File: src/rtl/pcfx_loader_pkg.sv
// Shared types and helpers for the ioctl-to-SDRAM loaders.
// Holds the FSM state set and the width/alignment configuration check.
package pcfx_loader_pkg;

    typedef enum logic [2:0] {
        IDLE,
        FILL,
        WAIT_ACK,
        FLUSH_WAIT,
        DONE_ST
    } state_t;

    function automatic int lanes(input int ioctl_dw, input int sdram_dw);
        return sdram_dw / ioctl_dw;
    endfunction

    function automatic bit cfg_ok(input int ioctl_dw, input int sdram_dw,
                                  input longint base);
        int r;
        r = lanes(ioctl_dw, sdram_dw);
        return (ioctl_dw == 8 || ioctl_dw == 16)
            && (sdram_dw == ioctl_dw * r)
            && (r == 1 || r == 2 || r == 4)
            && (base % longint'(sdram_dw / 8) == 0);
    endfunction

endpackage

File: src/rtl/toggle_handshake.sv
// Toggle req/ack write-port handshake with post-reset resync.
// busy is held low until req has been aligned to ack.
module toggle_handshake (
    input  logic clk,
    input  logic rst_n,
    input  logic start,
    input  logic ack,
    output logic req,
    output logic busy
);

    logic synced;

    always_ff @(posedge clk or negedge rst_n) begin
        if (!rst_n) begin
            req    <= 1'b0;
            synced <= 1'b0;
        end else begin
            synced <= 1'b1;
            // first edge after reset adopts the ack level, so no stray transaction
            if (!synced)
                req <= ack ^ start;
            else if (start)
                req <= ~req;
        end
    end

    assign busy = synced & (req != ack);

endmodule

File: src/rtl/ioctl_sdram_loader.sv
// Packs ioctl download words into SDRAM words and writes them
// through the toggle write port, bounded to a region.
module ioctl_sdram_loader
    import pcfx_loader_pkg::*;
#(
    parameter int IOCTL_DW  = 16,
    parameter int SDRAM_DW  = 32,
    parameter int ADDR_W    = 25,
    parameter int INDEX_LO  = 0,
    parameter int INDEX_HI  = 1,
    parameter int BASE_ADDR = 0,
    parameter int MAX_BYTES = 2097152
) (
    input  logic                  clk_sys,
    input  logic                  resn,
    input  logic                  ioctl_download,
    input  logic [7:0]            ioctl_index,
    input  logic                  ioctl_wr,
    input  logic [IOCTL_DW-1:0]   ioctl_dout,
    output logic                  ioctl_wait,
    output logic [ADDR_W-1:0]     sdram_waddr,
    output logic [SDRAM_DW-1:0]   sdram_din,
    output logic [SDRAM_DW/8-1:0] sdram_be,
    output logic                  sdram_we_req,
    input  logic                  sdram_we_ack,
    output logic                  active,
    output logic                  done,
    output logic                  overflow,
    output logic                  proto_err,
    output logic [ADDR_W-1:0]     byte_count
);

    localparam int R          = lanes(IOCTL_DW, SDRAM_DW);
    localparam int LANE_BYTES = IOCTL_DW / 8;
    localparam int WORD_BYTES = SDRAM_DW / 8;
    localparam int BE_W       = SDRAM_DW / 8;

    localparam logic [1:0]        LAST  = 2'(R - 1);
    localparam logic [ADDR_W-1:0] BASE  = ADDR_W'(BASE_ADDR);
    localparam logic [ADDR_W-1:0] WSTEP = ADDR_W'(WORD_BYTES);
    localparam logic [ADDR_W-1:0] LSTEP = ADDR_W'(LANE_BYTES);
    localparam logic [63:0]       LIMIT = 64'(BASE_ADDR) + 64'(MAX_BYTES);
    localparam logic [5:0]        LO    = 6'(INDEX_LO);
    localparam logic [5:0]        SPAN  = 6'(INDEX_HI - INDEX_LO);

    generate
        if (!cfg_ok(IOCTL_DW, SDRAM_DW, longint'(BASE_ADDR))) begin : g_cfg_err
            $error("ioctl_sdram_loader: bad width ratio or unaligned base");
        end
    endgenerate

    state_t state, state_n;

    logic                sel, sel_q;
    logic [1:0]          lane, lane_n;
    logic [ADDR_W-1:0]   addr, addr_n;
    logic [ADDR_W-1:0]   bcnt, bcnt_n;
    logic [SDRAM_DW-1:0] din, din_n;
    logic [BE_W-1:0]     be, be_n;
    logic                wait_q, wait_n;
    logic                active_q, active_n;
    logic                ovf, ovf_n;
    logic                perr, perr_n;
    logic                start, busy, in_bound;
    logic [5:0]          idx_off;
    logic                unused_idx;

    // single unsigned compare covers both ends of the index window
    assign idx_off    = ioctl_index[5:0] - LO;
    assign sel        = ioctl_download & (idx_off <= SPAN);
    assign in_bound   = 64'(addr) < LIMIT;
    assign unused_idx = ^ioctl_index[7:6];

    toggle_handshake u_hs (
        .clk   (clk_sys),
        .rst_n (resn),
        .start (start),
        .ack   (sdram_we_ack),
        .req   (sdram_we_req),
        .busy  (busy)
    );

    always_ff @(posedge clk_sys or negedge resn) begin
        if (!resn) begin
            state    <= IDLE;
            sel_q    <= 1'b0;
            lane     <= 2'd0;
            addr     <= BASE;
            bcnt     <= '0;
            din      <= '0;
            be       <= '0;
            wait_q   <= 1'b0;
            active_q <= 1'b0;
            ovf      <= 1'b0;
            perr     <= 1'b0;
        end else begin
            state    <= state_n;
            sel_q    <= sel;
            lane     <= lane_n;
            addr     <= addr_n;
            bcnt     <= bcnt_n;
            din      <= din_n;
            be       <= be_n;
            wait_q   <= wait_n;
            active_q <= active_n;
            ovf      <= ovf_n;
            perr     <= perr_n;
        end
    end

    always_comb begin
        state_n  = state;
        lane_n   = lane;
        addr_n   = addr;
        bcnt_n   = bcnt;
        din_n    = din;
        be_n     = be;
        wait_n   = wait_q;
        active_n = active_q;
        ovf_n    = ovf;
        perr_n   = perr;
        start    = 1'b0;

        if (ioctl_wr && wait_q)
            perr_n = 1'b1;

        unique case (state)
            IDLE: begin
                if (sel && !sel_q) begin
                    state_n  = FILL;
                    lane_n   = 2'd0;
                    addr_n   = BASE;
                    bcnt_n   = '0;
                    be_n     = '0;
                    ovf_n    = 1'b0;
                    perr_n   = 1'b0;
                    active_n = 1'b1;
                end
            end
            FILL: begin
                if (sel && ioctl_wr) begin
                    din_n[int'(lane)*IOCTL_DW +: IOCTL_DW] = ioctl_dout;
                    be_n[int'(lane)*LANE_BYTES +: LANE_BYTES] = '1;
                    bcnt_n = bcnt + LSTEP;
                    lane_n = lane + 2'd1;
                    if (lane == LAST) begin
                        lane_n = 2'd0;
                        if (in_bound) begin
                            start   = 1'b1;
                            wait_n  = 1'b1;
                            state_n = WAIT_ACK;
                        end else begin
                            ovf_n = 1'b1;
                            be_n  = '0;
                        end
                    end
                end else if (!sel) begin
                    lane_n = 2'd0;
                    if (lane == 2'd0) begin
                        state_n = DONE_ST;
                    end else if (in_bound) begin
                        // partial word keeps only the filled lanes enabled
                        start   = 1'b1;
                        state_n = FLUSH_WAIT;
                    end else begin
                        ovf_n   = 1'b1;
                        be_n    = '0;
                        state_n = DONE_ST;
                    end
                end
            end
            WAIT_ACK: begin
                if (!busy) begin
                    wait_n  = 1'b0;
                    addr_n  = addr + WSTEP;
                    be_n    = '0;
                    state_n = sel ? FILL : DONE_ST;
                end
            end
            FLUSH_WAIT: begin
                if (!busy) begin
                    addr_n  = addr + WSTEP;
                    be_n    = '0;
                    state_n = DONE_ST;
                end
            end
            DONE_ST: begin
                active_n = 1'b0;
                state_n  = IDLE;
            end
            default: state_n = IDLE;
        endcase
    end

    assign ioctl_wait  = wait_q;
    assign sdram_waddr = addr;
    assign sdram_din   = din;
    assign sdram_be    = be;
    assign active      = active_q;
    assign done        = (state == DONE_ST);
    assign overflow    = ovf;
    assign proto_err   = perr;
    assign byte_count  = bcnt;

endmodule

File: config.mk
export PLATFORM = sky130hd
export DESIGN_NAME = ioctl_sdram_loader
export DESIGN_NICKNAME = d
export VERILOG_FILES = /design/src/rtl/pcfx_loader_pkg.sv /design/src/rtl/toggle_handshake.sv /design/src/rtl/ioctl_sdram_loader.sv
export SDC_FILE = /design/constraint.sdc
export NUM_CORES = 1
export LEC_CHECK = 0
export ABC_AREA = 1
export BUFFER_PORTS_ARGS = -buffer_cell sky130_fd_sc_hd__buf_2
export CAP_MARGIN = 10
export CORE_UTILIZATION = 40
export DETAILED_ROUTE_END_ITERATION = 8
export GPL_TIMING_DRIVEN = 1
export HOLD_SLACK_MARGIN = 0.05
export PLACE_DENSITY = 0.62
export RECOVER_POWER = 25
export REMOVE_ABC_BUFFERS = 1
export SYNTH_ARGS = -nofsm -noshare
export SYNTH_HDL_FRONTEND = slang
export SYNTH_HIERARCHICAL = 1
export SYNTH_SLANG_ARGS = --single-unit
File: constraint.sdc
create_clock -name clk_sys -period 1.9 [get_ports clk_sys]
set_input_delay 0.285 -clock clk_sys [delete_from_list [all_inputs] [get_ports clk_sys]]
set_output_delay 0.285 -clock clk_sys [all_outputs]
set_load 0.01 [all_outputs]
==> metrics.md, run 1 <==
| Metric | Value |
|---|---|
| Outcome | finished, final reports clean |
| Worst Reg2Reg Path Length in Cells | 9 |
| Synth-to-layout area growth | 21.1% |
| Critical R2R Capture | u_hs/req |
| Synth area leader | dfrtp_1 |
| Max-Cap Viols | 0 |
| Clock Latency Late Sink | 0.35 ns |
| ANT cells | 0 |
| Synth Area in Compound Gates | 0.0993 |
| Slew HR | 0.404 |
| Final Cell Area | between 6000 and 7000 um2 |
| Layout cells sized above 1 | 0.212 |
| Post-synthesis mux area share | 0 |
| Core area | ~13000 um2 |
| First-pass GRT wire length | ~24 mm |
| Total track usage | 0.211 |
| Slew Limit Fails | 0 |
| First-pass iteration count of the detailed router | 6 |
| Hold Path Class | primary input to flip-flop |
| Largest net degree at the start of global routing | 96 |
| Post-CTS Setup Bufs | 0 |
| Final setup vio count | 0 |
| Crit-path max FO | 5 |
| CP Cell Sequence | inv_1 > ha_1 > buf_4 > o21ai_0 > nand2_1 > a21oi_1 > nand3_1 > nand2_1 > inv_1 |
| Synth Area in Simple Gates | 0.369 |
| Critical path's largest stage delay | roughly 0.34 ns |
| Worst hold stages | 3 |
| Initial DRC Count | 390 |
| Inserted Clock Buffers | 9 |
| Ports | approximately 120 |
| Clock sinks | 95 |
| I/O Buffers | 114 |
| Initial antenna violation count | 0 |
| Area after DPL | 6360 um2 |
| Vias in the first global route | roughly 4.8k |
| Final Critical Period | 1.70 ns |
| Seq/Total Area, Yosys | 0.432 |
| Worst R2R Start | lane[0] |
| Final Skew | between 0.008 and 0.009 ns |
| CTS H-tree depth | 3 |
| Reg2Reg Setup Slack | approximately 0.20 ns |
| Synth top area cells | dfrtp_1 (43%), nand2_1 (17%), nand3_1 (8.6%) |
| Number of different library cells in the post-synthesis netlist | 38 |
| Congestion Overflow GR | 0 |
| Final cell count without fillers | between 1k and 1.5k |
| Post-placement cell count | roughly 1.1k |
| Yosys warning total | 6 |
| Row count | 42 |
| DP HPWL | 10.3 mm |
| Fraction of the mapped netlist area in adder cells | 0.0114 |
| Largest family of logic cells by synthesized area | simple AND/OR/NAND/NOR gates |
| Startpoint Class | flip-flop |
| Setup repair after global routing missed its margin | false |
| Routed wire per std cell | ~13 um |
| Total wire length | approximately 14 mm |
| Number of fill cells in the layout | approximately 1.4k |
| Worst hold start | ioctl_dout[0] |
| Die span in x | ~120 um |
| Syn avg cell area | about 7.2 um2 |
| Die area | 14200 um2 |
| Arrival @ worst endpoint | approximately 1.9 ns |
| DIE HEIGHT | about 120 um |
| CTS tree | done |
| Nets | around 930 |
| Initial Utilization | 0.413 |
| Vias per cell | roughly 5.0 |
| Setup CP Type | flip-flop to flip-flop |
| Crit path capture type | flip-flop |
| XOR/XNOR share of the synthesized area | 0.0127 |
| Peak VDD IR | 447 uV |
| CP max-delay cell | dfrtp_1 |
| CTS max path bufs | 2 |
| Hold Vio Cnt, Final | 0 |
| Power Dens Cells | about 800 nW/um2 |
| WP data required | roughly 2.1 ns |
| DR vias | around 5.3k |
| Post-Synthesis Cell Area | about 5500 um2 |
| Synth Instances | 764 |
| Hold Path End | sdram_din[0] |
| P_leak | about 3.4 nW |
| Max Clock Freq | a little under 0.6 GHz |
| Crit share post-route | 0.896 |
| Post-route ant nets | 0 |
| DR DRC count | 0 |
| Root Buffer | clkbuf_16 |
| Number of synthesized register bits | 95 |
| Routability Congestion | 0.867 |
| Reg clk slew, reported paths | ~0.07 ns |
| Tightest Pin Transition | a little under 0.9 ns |
| Synth top area share | 0.432 |
==> registers in the layout, indices dropped and copies added, names as in the netlist, 2 cells and up <==
name,count
sdram_be,4
byte_count,24
lane,2
sdram_waddr,23
state,3
sdram_din,32
==> worst max path at each step <==
stage                     startpoint            end  slack (ns)
after floorplan             state[2]  byte_count[6]       -0.02
after global placement       lane[1]  sdram_din[15]        0.02
after detailed placement     lane[1]  sdram_din[10]        0.04
after CTS                    lane[1]   sdram_din[7]        0.03
after global routing         lane[0]       u_hs/req        0.05
final                        lane[0]       u_hs/req        0.20
==> kinds of logic after synthesis <==
| group | after synthesis |
|---|---|
| AND/OR/NAND/NOR | 468 |
| flip-flops | 95 |
| AO/OA/AOI/OAI | 94 |
| buffers and inverters | 92 |
| XOR/XNOR | 8 |
| adder cells (fa/ha/maj) | 5 |
| other | 2 |
==> synth_stat cells <==
library cell  count
buf_1             1
nor3_1            1
nor2_4            3
conb_1            2
o31ai_1           1
a21boi_0          1
ha_1              5
nand3_2           3
a21oi_4           1
inv_4             1
dfrtp_1          95
nand4_2           1
clkbuf_1          6
o21ai_2           6
nand2_4           1
a31oi_1           2
o21ai_0          51
inv_1            61
o2111ai_1         2
nand2_2           3
nand2_1         255
o21bai_1          8
nor2_2            5
o211ai_1          3
nand3b_1          2
and2_1            2
a21oi_1           5
nand4_1          17
buf_2             6
buf_6             4
buf_4             7
nand3_1          95
or2_2             6
xor2_1            8
nor2_1           73
inv_2             6
nor3_2            1
o21ai_1          14
==> layer usage <==
metal | GRT usage | vias up | wire [um]
li1 | - | 2734 | -
met1 | 0.304 | 2422 | 7100
met2 | 0.318 | 149 | 6280
met3 | 0.0522 | 9 | 794
met4 | 0.0445 | 0 | 105
met5 | 0 | - | 0
==> metrics by stage <==
step / worst slack (ns) / total power (W) / utilization / TNS, ns / hold WS, ns
after floorplan: -0.0214 / 0.00303 / - / -0.0908 / -0.0106
after global placement: 0.0215 / 0.00360 / 0.476 / 0 / 0.393
after detailed placement: 0.0421 / 0.00361 / 0.476 / 0 / 0.393
after CTS: 0.0303 / 0.00551 / 0.500 / 0 / 0.155
after global routing: 0.0496 / 0.00575 / 0.500 / 0 / 0.174
final: 0.198 / 0.00544 / 0.500 / 0 / 0.168
==> worst max-delay path: cells and delay by family, from the launching register on <==
kind	cells	cell delay [ns]
AOI/OAI and AO/OA	2	0.50
adders and majority gates	1	0.22
buffers and inverters	3	0.25
DFF	1	0.34
and+or+nand+nor	3	0.28
==> cell usage in the layout, fill, tap and decap left out, types with 14 or more instances in the layout <==
| master | count |
|---|---|
| nand3_1 | 95 |
| dfrtp_1 | 95 |
| nand4_1 | 17 |
| buf_2 | 113 |
| o21ai_1 | 14 |
| inv_1 | 61 |
| nor2_1 | 74 |
| o21ai_0 | 51 |
| nand2_1 | 255 |
| buf_4 | 22 |
==> where the power goes <==
group / internal [W] / switching [W]
clock network: 0.00104 / 0.000839
registers: 0.00213 / 0.0000836
logic: 0.000395 / 0.000953
total: 0.00356 / 0.00188
==> timing repair <==
| item | CTS | global route |
|---|---|---|
| gates resized for setup | 0 | 1 |
| endpoints found under the setup margin | 0 | 16 |
| hold buffers | 1 | 0 |
| endpoints found under the hold margin | 95 | 0 |
==> final cells by class <==
class                      count  area [um2]  share of cell area
multi-input combinational    579        2730               0.409
sequential                    95        2380               0.356
timing repair buffer         139         779               0.117
inverter                      68         258              0.0386
clock buffer                   9         225              0.0338
tap                          176         220              0.0330
clock inverter                 7        80.1              0.0120
Power figures use the tool's default switching activity.
==> run 2, diff against run 1 <==
- PLACE_DENSITY: 0.62 -> unset
- clock period: 1.9 -> 2.1 ns (I/O delays scaled with it)
==> run 2 against run 1 <==
Count of clock-buffer cells in the layout grew 1. Clock power decreased by 3%. Non-clock buffer count down 5. Core utilization decreased by 0.18 points. Cell count down 0.47%. Global-route usage fell by 0.076 points. Routed wire length hardly changed. Register-to-register slack better by 0.11 ns. Die area unchanged. Critical path type unchanged. Critical endpoint is now sdram_din[28]. Largest power group unchanged.
==> metrics.md, run 2 (synthesis gave the netlist of run 1 again) <==
| Metric | Value |
|---|---|
| Largest net degree at the start of global routing | between 40 and 50 |
| Most frequent cells in the layout | nand2_1 (255), buf_2 (113), nand3_1 (95), dfrtp_1 (95), nor2_1 (74) |
| DIE HEIGHT | between 100 and 150 um |
| Crit-path max FO | 13 |
| Core area | roughly 13000 um2 |
| Setup CP Type | flip-flop to flip-flop |
| I/O Buffers | between 100 and 150 |
| WP data required | about 2.3 ns |
| DR vias | approximately 5.3k |
| Crit path capture type | flip-flop |
| DP HPWL | 10.5 mm |
| Die area | 14200 um2 |
| CTS tree | done |
| Switching Share | 0.333 |
| Inserted Clock Buffers | 9 |
| Final Critical Period | approximately 1.8 ns |
| Hold Path Class | primary input to flip-flop |
| Reg clk slew, reported paths | around 0.070 ns |
| Initial Utilization | 0.413 |
| Initial antenna violation count | 0 |
| Arrival @ worst endpoint | 2.04 ns |
| Pint | around 0.0034 W |
| Peak VDD IR | roughly 350 uV |
| Vias in the first global route | 4767 |
| Flop pwr share | 0.399 |
| ANT cells | 0 |
| Nets | ~920 |
| Initial DRC Count | 290 |
| Reg2Reg Setup Slack | 0.31 ns |
| Ports | ~120 |
| Max Clock Freq | ~0.56 GHz |
| First-pass GRT wire length | approximately 24 mm |
| Congestion Overflow GR | 0 |
| Synth-to-layout area growth | 20.7% |
| Commonest non-fill, non-tap cell in the layout | nand2_1 |
| Layout cells sized above 1 | 0.207 |
| Total track usage | 0.210 |
| Power Dens Cells | 758 nW/um2 |
| Routability Congestion | slightly above 0.8 |
| Max-Cap Viols | 0 |
| Outcome | finished, final reports clean |
| Switch Pwr | around 0.0017 W |
| Clock sinks | 95 |
| Pwr Total | about 0.0050 W |
| Slew HR | 0.561 |
| Largest register FFs | 32 |
| PostCTS Resize Cnt | 0 |
| Post-route ant nets | 0 |
| Setup TNS | 0 ns |
| DR DRC count | 0 |
| Root Buffer | clkbuf_16 |
| Final Skew | 0.00830 ns |
| Comb pwr share | 0.236 |
| Final setup vio count | 0 |
| Row count | 42 |
| CTS max path bufs | 2 |
| P_leak | between 3 and 4 nW |
| CTS H-tree depth | 3 |
| Crit share post-route | 0.853 |
| Routed wire per std cell | roughly 13 um |
| Tightest Pin Transition | 0.658 ns |
| First-pass iteration count of the detailed router | 5 |
| Die span in x | approximately 120 um |
| Setup repair after global routing missed its margin | false |
| Clock share of power | 0.364 |
| Hold Vio Cnt, Final | 0 |
| Startpoint Class | flip-flop |
| Worst hold slack | roughly 0.20 ns |
| Clock Latency Late Sink | ~0.35 ns |
| Slew Limit Fails | 0 |
| Vias per cell | 4.95 |
| Total wire length | 14.3 mm |
==> run 2: cell count changes in the layout (fill, tap and decap cells not counted), sizes merged <==
cell	previous run	this run
buf	137	132
clkinv	3	1
bufinv	1	2
clkbuf	10	11
==> run 2: worst max-delay path, stage by stage (launching register included) <==
cell and delay [ns]:
dfrtp_1 0.44, inv_2 0.13, nand3_2 0.09, inv_2 0.19, nand2_2 0.11, nor2_4 0.33
inv_1 0.23, nand2_1 0.11, nand2_1 0.05
==> run 2: what timing repair did <==
item	CTS	global route
endpoints found under the hold margin	23	0
setup buffers	0	0
hold buffers	1	0
==> run 2: worst paths after layout <==
path                                startpoint       endpoint  cells after the start
max in group asynchronous                 resn  sdram_din[25]                      3
worst max register to register        state[2]  sdram_din[28]                      8
worst min-delay path            ioctl_dout[14]  sdram_din[14]                      3
worst max-delay path                  state[2]  sdram_din[28]                      8
min in group asynchronous                 resn       u_hs/req                      2
worst min register to register   sdram_din[20]  sdram_din[20]                      2
==> run 2: per-layer routing <==
metal,up-vias,wire length (um),global-route usage
li1,2714,-,-
met1,2408,7030,0.296
met2,147,6310,0.327
met3,13,736,0.0354
met4,0,208,0.0695
met5,-,0,0
==> run 2: layout make-up <==
type | instances | area [um2]
sequential | 95 | 2380
fill | 1361 | 6700
clock buffer | 10 | 239
multi-input combinational | 579 | 2720
tap | 176 | 220
inverter | 68 | 258
timing repair buffer | 134 | 738
clock inverter | 6 | 90.1
==> run 2: metrics by stage <==
stage / util / worst slack [ns] / cell area [um2] / cells
after global routing: 0.498 / 0.157 / 6650 / 1068
after detailed placement: 0.474 / 0.206 / 6320 / 1051
final: 0.498 / 0.308 / 6650 / 1068
after global placement: 0.474 / 0.224 / 6320 / 1051
after floorplan: - / 0.179 / 5360 / 742
after CTS: 0.499 / 0.295 / 6660 / 1068
==> run 2: power by group through the flow <==
stage	sequential [W]	clock [W]	combinational [W]
2_1_floorplan	0.00207	0	0.000672
3_3_place_gp	0.00204	0	0.00122
3_5_place_dp	0.00204	0	0.00121
4_1_cts	0.00201	0.00187	0.00122
5_1_grt	0.00202	0.00196	0.00134
6_report	0.00201	0.00183	0.00119
==> run 3, diff against run 2 <==
- RECOVER_POWER: 25 -> unset
==> run 3 against run 2 <==
Worst hold slack about the same. Via count about the same. Non-clock buffer count did not move. Routed wire length about the same. Die area unchanged. First-iteration DRC count down 0.34%. Sequential power about the same. Register-to-register slack hardly changed. Core utilization increased by 0.11 points.
==> metrics.md, run 3 (synthesis gave the netlist of run 1 again) <==
| Metric | Value |
|---|---|
| Outcome | finished, final reports clean |
| Row count | 42 |
| Worst hold slack | around 0.2 ns |
| Inserted Clock Buffers | 9 |
| Setup CP Type | flip-flop to flip-flop |
| Reg clk slew, reported paths | approximately 0.070 ns |
| Slew Limit Fails | 0 |
| First-pass iteration count of the detailed router | 5 |
| Arrival @ worst endpoint | ~2.0 ns |
| Vias per cell | just under 5 |
| Final WS setup | 0.308 ns |
| Root Buffer | clkbuf_16 |
| Initial Utilization | 0.413 |
| CTS tree | done |
| Max-Cap Viols | 0 |
| Crit share post-route | 0.853 |
| Nets | between 900 and 1k |
| Critical path's largest stage delay | roughly 0.44 ns |
| CTS max path bufs | 2 |
| Largest register FFs | 32 |
| Post-CTS Setup Bufs | 0 |
| P_leak | between 3 and 4 nW |
| Startpoint Class | flip-flop |
| Crit-path max FO | 13 |
| CP top delay family | simple AND/OR/NAND/NOR gates |
| Clock sinks | between 90 and 100 |
| Power Dens Cells | between 700 and 800 nW/um2 |
| DIE HEIGHT | 119 um |
| Die span in x | between 100 and 150 um |
| Hold Vio Cnt, Final | 0 |
| Die area | between 10000 and 15000 um2 |
| Max Clock Freq | 0.558 GHz |
| Crit path capture type | flip-flop |
| Pwr Total | 0.00504 W |
| WP data required | between 2 and 2.5 ns |
| ANT cells | 0 |
| DR DRC count | 0 |
| DR vias | approximately 5.3k |
| Layout cells sized above 1 | 0.209 |
| Total track usage | 0.210 |
| Congestion Overflow GR | 0 |
| Peak VDD IR | around 350 uV |
| Commonest non-fill, non-tap cell in the layout | nand2_1 |
| Area of the multi-input gates | between 2000 and 3000 um2 |
| Total wire length | roughly 14 mm |
| DP Worst Slack | ~0.21 ns |
| Final setup vio count | 0 |
| Final Critical Period | 1.79 ns |
| WP buf/inv | 3 |
| Finished Core Util | 0.499 |
| Setup repair after global routing missed its margin | false |
| CTS H-tree depth | 3 |
| Largest net degree at the start of global routing | 48 |
| Initial antenna violation count | 0 |
| Initial DRC Count | slightly below 300 |
| I/O Buffers | between 100 and 150 |
| Most frequent cells in the layout | nand2_1 (255), buf_2 (113), nand3_1 (95), dfrtp_1 (95), nor2_1 (73) |
| CP Cell Sequence | inv_2 > nand3_2 > inv_2 > nand2_2 > nor2_4 > inv_1 > nand2_1 > nand2_1 |
| Routability Congestion | approximately 0.83 |
| CP max-delay cell | dfrtp_1 |
| Core area | roughly 13000 um2 |
| Synth-to-layout area growth | 20.9% |
| PostCTS Resize Cnt | 0 |
| First-pass GRT wire length | between 20 and 25 mm |
| Vias in the first global route | around 4.8k |
| Number of fill cells in the layout | 1360 |
| Final Skew | ~0.0083 ns |
| Hold Path Class | primary input to flip-flop |
| Setup TNS | 0 ns |
| Routed wire per std cell | roughly 13 um |
| DP HPWL | about 10 mm |
| Post-route ant nets | 0 |
| Register area | about 2400 um2 |
| Clock Latency Late Sink | roughly 0.35 ns |
| Ports | 121 |
[run 3: metrics by stage]
step                instance area, um2  std cells
floorplan                         5360        742
global placement                  6320       1051
detailed placement                6320       1051
CTS                               6660       1068
global route                      6660       1068
finish                            6660       1068
[run 3: tightest hold or removal path: cells and delay by family]
family | cells | cell delay [ns]
buf+inv | 1 | 0.09
simple gates | 2 | 0.11
[run 3: final timing paths]
check / startpoint / end / slack [ns] / cells past startpoint
worst max-delay path: state[2] / sdram_din[28] / 0.31 / 8
worst min register to register: sdram_din[20] / sdram_din[20] / 0.48 / 2
max in group asynchronous: resn / sdram_waddr[10] / 1.02 / 3
min in group asynchronous: resn / u_hs/req / 0.42 / 2
worst min-delay path: ioctl_dout[14] / sdram_din[14] / 0.20 / 3
worst max register to register: state[2] / sdram_din[28] / 0.31 / 8
[run 3: what timing repair did]
item,CTS,global route
hold buffers,1,0
hold endpoints to repair,23,0
setup endpoints to repair,0,0
[run 3: where the power goes]
group	switching (W)	internal, W	total (W)
clock	0.000751	0.00108	0.00183
sequential	0.0000856	0.00193	0.00201
combinational	0.000843	0.000352	0.00120
[run 3: per-layer routing]
metal,part of all wire,routed length [um],global-route usage
met3,0.049,698,0.0354
met5,0,0,0
met4,0.015,208,0.0695
met2,0.44,6320,0.327
met1,0.49,7060,0.296
[run 3: cell type report]
type	count	share of cell area
Multi-Input combinational cell	579	0.409
Clock buffer	10	0.0359
Sequential cell	95	0.357
Clock inverter	6	0.0135
Tap cell	176	0.0331
Inverter	68	0.0387
Timing Repair Buffer	134	0.113
